### config.mk
export PLATFORM = sky130hd
export DESIGN_NAME = backlight_zone_buffer
export DESIGN_NICKNAME = d
export VERILOG_FILES = /design/src/rtl/backlight_zone_buffer.sv
export SDC_FILE = /design/constraint.sdc
export NUM_CORES = 2
export LEC_CHECK = 0
export CAP_MARGIN = 20
export CORE_AREA = 2 2 602 604
export DETAILED_ROUTE_END_ITERATION = 16
export DIE_AREA = 0 0 604 606
export DONT_BUFFER_PORTS = 1
export GPL_TIMING_DRIVEN = 0
export PLACE_DENSITY = 0.43
export SYNTH_ARGS = -nofsm -noshare
export SYNTH_HDL_FRONTEND = slang
export SYNTH_SLANG_ARGS = --single-unit
### constraint.sdc
create_clock -name clk -period 5.9 [get_ports clk]
set_input_delay 0.885 -clock clk [delete_from_list [all_inputs] [get_ports clk]]
set_output_delay 0.885 -clock clk [all_outputs]
set_load 0.1 [all_outputs]
### src/rtl/backlight_zone_buffer.sv
// backlight_zone_buffer
//
// Collects per-zone white block means in raster order, optionally smooths each
// zone with a first-order IIR, and publishes one backlight frame per video
// frame as an indexed valid/ready stream. Two banks let the stream for frame N
// drain while frame N+1 is being collected.
//
// Optional feature macro: BL_TEMPORAL_FILTER_EN
//   defined   -> IIR filter active, hist array present, first frame bypasses.
//   undefined -> zone value = mean_i, no hist storage.
//
// Ports:
//   clk, rstn              clock, async active-low reset
//   vs                     vertical sync, rising edge = frame boundary
//   mean_i, mean_valid_i   zone mean and its one-cycle qualifier
//   zone_val_o, zone_idx_o published zone value / index (row*H_ZONES+col)
//   out_valid_o, out_ready_i, out_last_o   stream handshake
//   frame_drop_o, underrun_o, overflow_o   per-frame status

module backlight_zone_buffer #(
    parameter int H_ZONES     = 16,
    parameter int V_ZONES     = 9,
    parameter int ALPHA_SHIFT = 2
) (
    input  logic       clk,
    input  logic       rstn,
    input  logic       vs,
    input  logic [7:0] mean_i,
    input  logic       mean_valid_i,
    output logic [7:0] zone_val_o,
    output logic [7:0] zone_idx_o,
    output logic       out_valid_o,
    input  logic       out_ready_i,
    output logic       out_last_o,
    output logic       frame_drop_o,
    output logic       underrun_o,
    output logic       overflow_o
);

    localparam int ZONES = H_ZONES * V_ZONES;
    localparam int IW    = (ZONES > 1) ? $clog2(ZONES) : 1;
    localparam int CW    = $clog2(ZONES + 1);
    localparam logic [CW-1:0] ZONES_C  = CW'(ZONES);
    localparam logic [IW-1:0] LAST_IDX = IW'(ZONES - 1);

    typedef enum logic {S_IDLE, S_STREAM} state_t;

    // Two frame banks; bank_sel is the write bank, ~bank_sel the read bank.
    logic [7:0]    bank [2][ZONES];
    logic          bank_sel;

    logic          vs_d;
    logic          vs_rise;
    logic [CW-1:0] wr_cnt;
    logic [CW-1:0] wr_cnt_nxt;
    logic          ovf_pend;
    logic          ovf_nxt;
    logic          wr_en;
    logic [IW-1:0] wr_idx;
    logic [7:0]    new_val;
    logic [7:0]    head_val;

    state_t        state;
    logic [IW-1:0] rd_idx;
    logic [IW-1:0] rd_nxt;

    assign vs_rise = vs && !vs_d;
    assign wr_en   = mean_valid_i && (wr_cnt < ZONES_C);
    assign wr_idx  = wr_cnt[IW-1:0];

    // Count and overflow state including a strobe in this cycle, so a strobe
    // coincident with the boundary is charged to the outgoing frame.
    assign wr_cnt_nxt = wr_en ? wr_cnt + CW'(1) : wr_cnt;
    assign ovf_nxt    = ovf_pend || (mean_valid_i && (wr_cnt == ZONES_C));

`ifdef BL_TEMPORAL_FILTER_EN
    logic [7:0]        hist [ZONES];
    logic              first_frame;
    logic signed [8:0] diff;
    logic [7:0]        step;

    // new = hist + floor((mean - hist) / 2^K); always lands between hist and
    // mean, so the 8-bit add cannot wrap.
    always_comb begin
        diff    = $signed({1'b0, mean_i}) - $signed({1'b0, hist[wr_idx]});
        step    = 8'(diff >>> ALPHA_SHIFT);
        new_val = first_frame ? mean_i : hist[wr_idx] + step;
    end
`else
    assign new_val = mean_i;
`endif

    // Zone 0 of the outgoing bank may be written in the very cycle of the
    // swap; forward it so the first registered beat carries the new value.
    assign head_val = (wr_en && (wr_idx == '0)) ? new_val : bank[bank_sel][0];
    assign rd_nxt   = rd_idx + IW'(1);

    assign zone_idx_o = 8'(rd_idx);

    // Write path: bank/hist storage and frame fill counter.
    always_ff @(posedge clk or negedge rstn) begin
        if (!rstn) begin
            for (int b = 0; b < 2; b++)
                for (int z = 0; z < ZONES; z++)
                    bank[b][z] <= '0;
`ifdef BL_TEMPORAL_FILTER_EN
            for (int z = 0; z < ZONES; z++)
                hist[z] <= '0;
`endif
            wr_cnt   <= '0;
            ovf_pend <= 1'b0;
        end else begin
            if (wr_en) begin
                bank[bank_sel][wr_idx] <= new_val;
`ifdef BL_TEMPORAL_FILTER_EN
                hist[wr_idx] <= new_val;
`endif
            end
            // Cleared on every boundary, including a dropped one, so the next
            // frame overwrites the unpublished bank.
            wr_cnt   <= vs_rise ? '0 : wr_cnt_nxt;
            ovf_pend <= vs_rise ? 1'b0 : ovf_nxt;
        end
    end

    // Readout FSM, bank swap and per-frame status.
    always_ff @(posedge clk or negedge rstn) begin
        if (!rstn) begin
            state        <= S_IDLE;
            vs_d         <= 1'b0;
            bank_sel     <= 1'b0;
            rd_idx       <= '0;
            zone_val_o   <= '0;
            out_valid_o  <= 1'b0;
            out_last_o   <= 1'b0;
            frame_drop_o <= 1'b0;
            underrun_o   <= 1'b0;
            overflow_o   <= 1'b0;
`ifdef BL_TEMPORAL_FILTER_EN
            first_frame  <= 1'b1;
`endif
        end else begin
            vs_d <= vs;
            case (state)
                S_IDLE: begin
                    if (vs_rise) begin
                        bank_sel     <= ~bank_sel;
                        underrun_o   <= (wr_cnt_nxt < ZONES_C);
                        overflow_o   <= ovf_nxt;
                        frame_drop_o <= 1'b0;
`ifdef BL_TEMPORAL_FILTER_EN
                        first_frame  <= 1'b0;
`endif
                        state        <= S_STREAM;
                        rd_idx       <= '0;
                        zone_val_o   <= head_val;
                        out_valid_o  <= 1'b1;
                        out_last_o   <= (ZONES == 1);
                    end
                end
                S_STREAM: begin
                    // A boundary during readout (even on the last beat) is a
                    // drop; the status of the published frame is kept.
                    if (vs_rise)
                        frame_drop_o <= 1'b1;
                    if (out_ready_i) begin
                        if (rd_idx == LAST_IDX) begin
                            state       <= S_IDLE;
                            rd_idx      <= '0;
                            out_valid_o <= 1'b0;
                            out_last_o  <= 1'b0;
                        end else begin
                            rd_idx     <= rd_nxt;
                            zone_val_o <= bank[~bank_sel][rd_nxt];
                            out_last_o <= (rd_nxt == LAST_IDX);
                        end
                    end
                end
                default: state <= S_IDLE;
            endcase
        end
    end

endmodule

==> metrics.cfg <==
[status]
result_of_the_run=finished, violations left
failed_checks=hold timing, setup timing

[grt]
grt_util_all_layers=0.290
grt_start_max_net_pins=271
grt_antenna_before_repair=81
grt_pass1_wl_mm=703
number_of_global_route_vias_before_repair=70656
grt_overflow=0

[finish]
final_cells=12340
drive_gt1_frac=0.516
layout.nets=7327
most_common_library_cell_in_the_layout_ignoring_fill_and_taps=sky130_fd_sc_hd__dfrtp_1
mostFrequentLayoutCells=2336 x sky130_fd_sc_hd__dfrtp_1, 2301 x sky130_fd_sc_hd__mux2_2, 605 x sky130_fd_sc_hd__mux4_2, 348 x sky130_fd_sc_hd__clkbuf_1, 321 x sky130_fd_sc_hd__nand2_1
syn_to_final_growth_pct=16.8

[timing]
setup_viol=8
hold_viol=83
fin_crit_sh=1.04
fin_worst_hold_slack_ns=-0.121
timing.max_slew.rel_slack=0.193
fin_worst_skew_ns=0.0598
finalMaxSlewViolations=0
setup_ws_ns=-0.253
worst_slew_pin_slew_ns=1.21
finalCriticalPeriod_ns=6.15
rsz0062_at_grt=no
timing.fmax_ghz=0.163

[power_and_ir_drop]
power.net_switching_mw=19.7
switching_power_share_of_the_total=0.393
power_density_nw_per_um2=399
share_seq_of_total_power=0.341
post-layout-total-power_mw=50.1
internal_power_of_the_cells_mw=30.4
irDropWorstVdd_mv=0.395
static-leakage-power_nw=58.6
p_comb_frac=0.305
clock_power_share=0.353

[drt]
antenna_left=0
drtIter0Drc=8092
drt-wirelength-per-cell_um=43.3
routed_wirelength_mm=535
drt_first_pass_iters=5
detailroute.via_count=70633
vias_per_cell=5.72
drt_drc_violations_left=0

[die]
fp.dieW_um=604
starting_density_of_the_core=0.299
fp.dieH_um=606
io_pins=34
floorplan.core_area_um2=360000
die_area_um2=366000
core.rowCount=221

[worst_setup_path]
setup.reg_to_reg.worst_slack_ns=-0.25
critical_path.max_fanout=10
arrival_ns=6.95
worst-r2r-cell-count=18
endpoint_kind=register
timing.setup.critical_path_class=register to register
r2r_start=zone_idx_o[0]
endpoint_of_the_most_critical_register_to_register_path=zone_val_o[6]
cp_data_required_time_ns=6.69
critPathLaunchType=register

[synth]
synth.ff_latch_count=2337
synth_edf_count=0
synth_cell_type_count=73
synth_area_um2=108000
yosys_most_used_dff=sky130_fd_sc_hd__dfrtp_1
synth.avg_cell_area_um2=15.6
synth-seq-area-share=0.544
synth_warnings=0
ys_async_sr_fraction=1.00
postSynthCellCount=6912
synth_nets=6931

[place]
place_hpwl_mm=381
gpl.final_weighted_congestion=0.997
io_buffer_count=0
placed_cells_incl_taps=11814

[clock_tree]
insertion_delay_to_the_later_sink_of_the_worst_skew_pair_ns=0.95
postCtsSetupRepairBufs=0
cts_root_buffer=sky130_fd_sc_hd__clkbuf_16
cts-buffers-inserted=280
clkTransAtPathRegs_ns=0.06
cts-root-to-sink-buffers=4
ctsHtreeMaxLevel=5
tritoncts_num_sinks=2337
tritoncts_clock_tree=done

[run]
cap_violations=0

[hold_path]
hold_path_class=input pin to asynchronous set/reset pin

[layer usage]
| layer | up-vias | global-route usage | part of all wire |
|---|---|---|---|
| li1 | 26710 | - | - |
| met1 | 39714 | 0.386 | 0.42 |
| met2 | 3213 | 0.430 | 0.43 |
| met3 | 980 | 0.0718 | 0.080 |
| met4 | 16 | 0.164 | 0.067 |
| met5 | - | 0 | 0.00019 |
[cell families (layout without fill, tap and decap cells)]
kind of cell | count (synthesis) | after routing | share of synthesized area
mux | 3029 | 3029 | 0.379
other cells | 0 | 32 | 0
xor+xnor | 17 | 17 | 0.00145
fa+ha+maj | 6 | 6 | 0.000698
simple gates | 718 | 718 | 0.0329
buf+inv | 536 | 1138 | 0.0252
flops | 2337 | 2337 | 0.544
compound gates | 269 | 269 | 0.0168
[synthesized netlist by cell type (21+ instances only)]
master,count,area (um^2)
sky130_fd_sc_hd__nand2_1,327,1230
sky130_fd_sc_hd__mux2_2,2301,25900
sky130_fd_sc_hd__nor3_1,34,170
sky130_fd_sc_hd__nor2_1,66,248
sky130_fd_sc_hd__buf_4,34,255
sky130_fd_sc_hd__o22ai_1,41,257
sky130_fd_sc_hd__buf_6,43,484
sky130_fd_sc_hd__nor2_2,110,688
sky130_fd_sc_hd__buf_2,84,420
sky130_fd_sc_hd__nand4_1,21,131
sky130_fd_sc_hd__a21oi_1,55,275
sky130_fd_sc_hd__a31oi_1,21,131
sky130_fd_sc_hd__dfrtp_1,2337,58500
sky130_fd_sc_hd__clkbuf_1,332,1250
sky130_fd_sc_hd__mux4_2,605,13600
sky130_fd_sc_hd__o221ai_1,30,263
sky130_fd_sc_hd__mux2i_1,111,1110
sky130_fd_sc_hd__nand3_1,54,270
sky130_fd_sc_hd__o21ai_0,33,165
[metrics by stage]
stage / hold WS, ns / TNS [ns] / util / setup WS (ns) / instance area [um^2]
floorplan: 0.447 / 0 / - / 1.51 / 108000
global placement: 0.471 / -44.57 / 0.315 / -5.70 / 114000
detailed placement: 0.481 / -22.93 / 0.322 / -2.87 / 116000
CTS: 0.00540 / 0 / 0.348 / 0.00820 / 125000
global route: 0.00541 / 0 / 0.348 / 0.00170 / 126000
finish: -0.121 / -1.32 / 0.349 / -0.253 / 126000
[power by group through the flow]
stage	clock (mW)	combinational [mW]	sequential (mW)
after global routing	18.6	14.9	17.1
after global placement	0	13.3	17.4
after floorplan	0	5.05	17.3
final	17.7	15.3	17.1
after CTS	17.9	14.8	17.1
after detailed placement	0	14.5	17.4
[worst max-delay path by stage]
| stage | startpoint | to | slack (ns) | depth (start not counted) |
|---|---|---|---|---|
| 2_1_floorplan | zone_idx_o[0] | zone_val_o[0] | 1.51 | 15 |
| 3_3_place_gp | zone_idx_o[0] | zone_val_o[3] | -5.70 | 16 |
| 3_5_place_dp | zone_idx_o[0] | zone_val_o[4] | -2.87 | 18 |
| 4_1_cts | zone_idx_o[0] | zone_val_o[4] | 0.008 | 17 |
| 5_1_grt | zone_idx_o[0] | zone_val_o[0] | 0.002 | 17 |
| 6_report | zone_idx_o[0] | zone_val_o[6] | -0.25 | 18 |
[worst max-delay path: stages (launching register included)]
cell and delay, ns:
sky130_fd_sc_hd__dfrtp_2 0.50, sky130_fd_sc_hd__buf_6 0.28, sky130_fd_sc_hd__buf_6 0.32, sky130_fd_sc_hd__inv_4 0.20, sky130_fd_sc_hd__buf_2 0.31, sky130_fd_sc_hd__clkbuf_2 0.35
sky130_fd_sc_hd__ha_1 0.38, sky130_fd_sc_hd__buf_2 0.31, sky130_fd_sc_hd__buf_4 0.35, sky130_fd_sc_hd__buf_8 0.37, sky130_fd_sc_hd__buf_8 0.34, sky130_fd_sc_hd__nand2_1 0.39
sky130_fd_sc_hd__nor2_1 0.28, sky130_fd_sc_hd__a2111oi_1 0.09, sky130_fd_sc_hd__buf_2 0.25, sky130_fd_sc_hd__a211oi_1 0.23, sky130_fd_sc_hd__a31oi_1 0.14, sky130_fd_sc_hd__nor3_1 0.66
sky130_fd_sc_hd__o31ai_1 0.16
[area by class of cell]
type / count / area, um^2
well taps: 4794 / 6000
diodes: 32 / 80.1
plain buffers: 525 / 2950
flip-flops and latches: 2337 / 58500
fillers: 34625 / 235000
repair buffers: 114 / 2370
inverters: 11 / 48.8
clock buffers: 409 / 8110
multi-input cells: 4039 / 46600
clock inverters: 79 / 971
[sequential cells by signal, summed over array words and instances, names as in the netlist]
register	flops
zone_val_o	8
bank_sel	1
overflow_o	1
vs_d	1
ovf_pend	1
frame_drop_o	1
out_valid_o	1
bank	2304
wr_cnt	8
zone_idx_o	8
underrun_o	1
out_last_o	1
state	1
[repair_timing]
action                                 CTS  global route
resized for setup                       93             4
hold buffers                             3             0
setup endpoints to repair                9             4
endpoints found under the hold margin   73             0
gates cloned                             0             0
pin swaps                                0             0
Power figures use the tool's default switching activity.
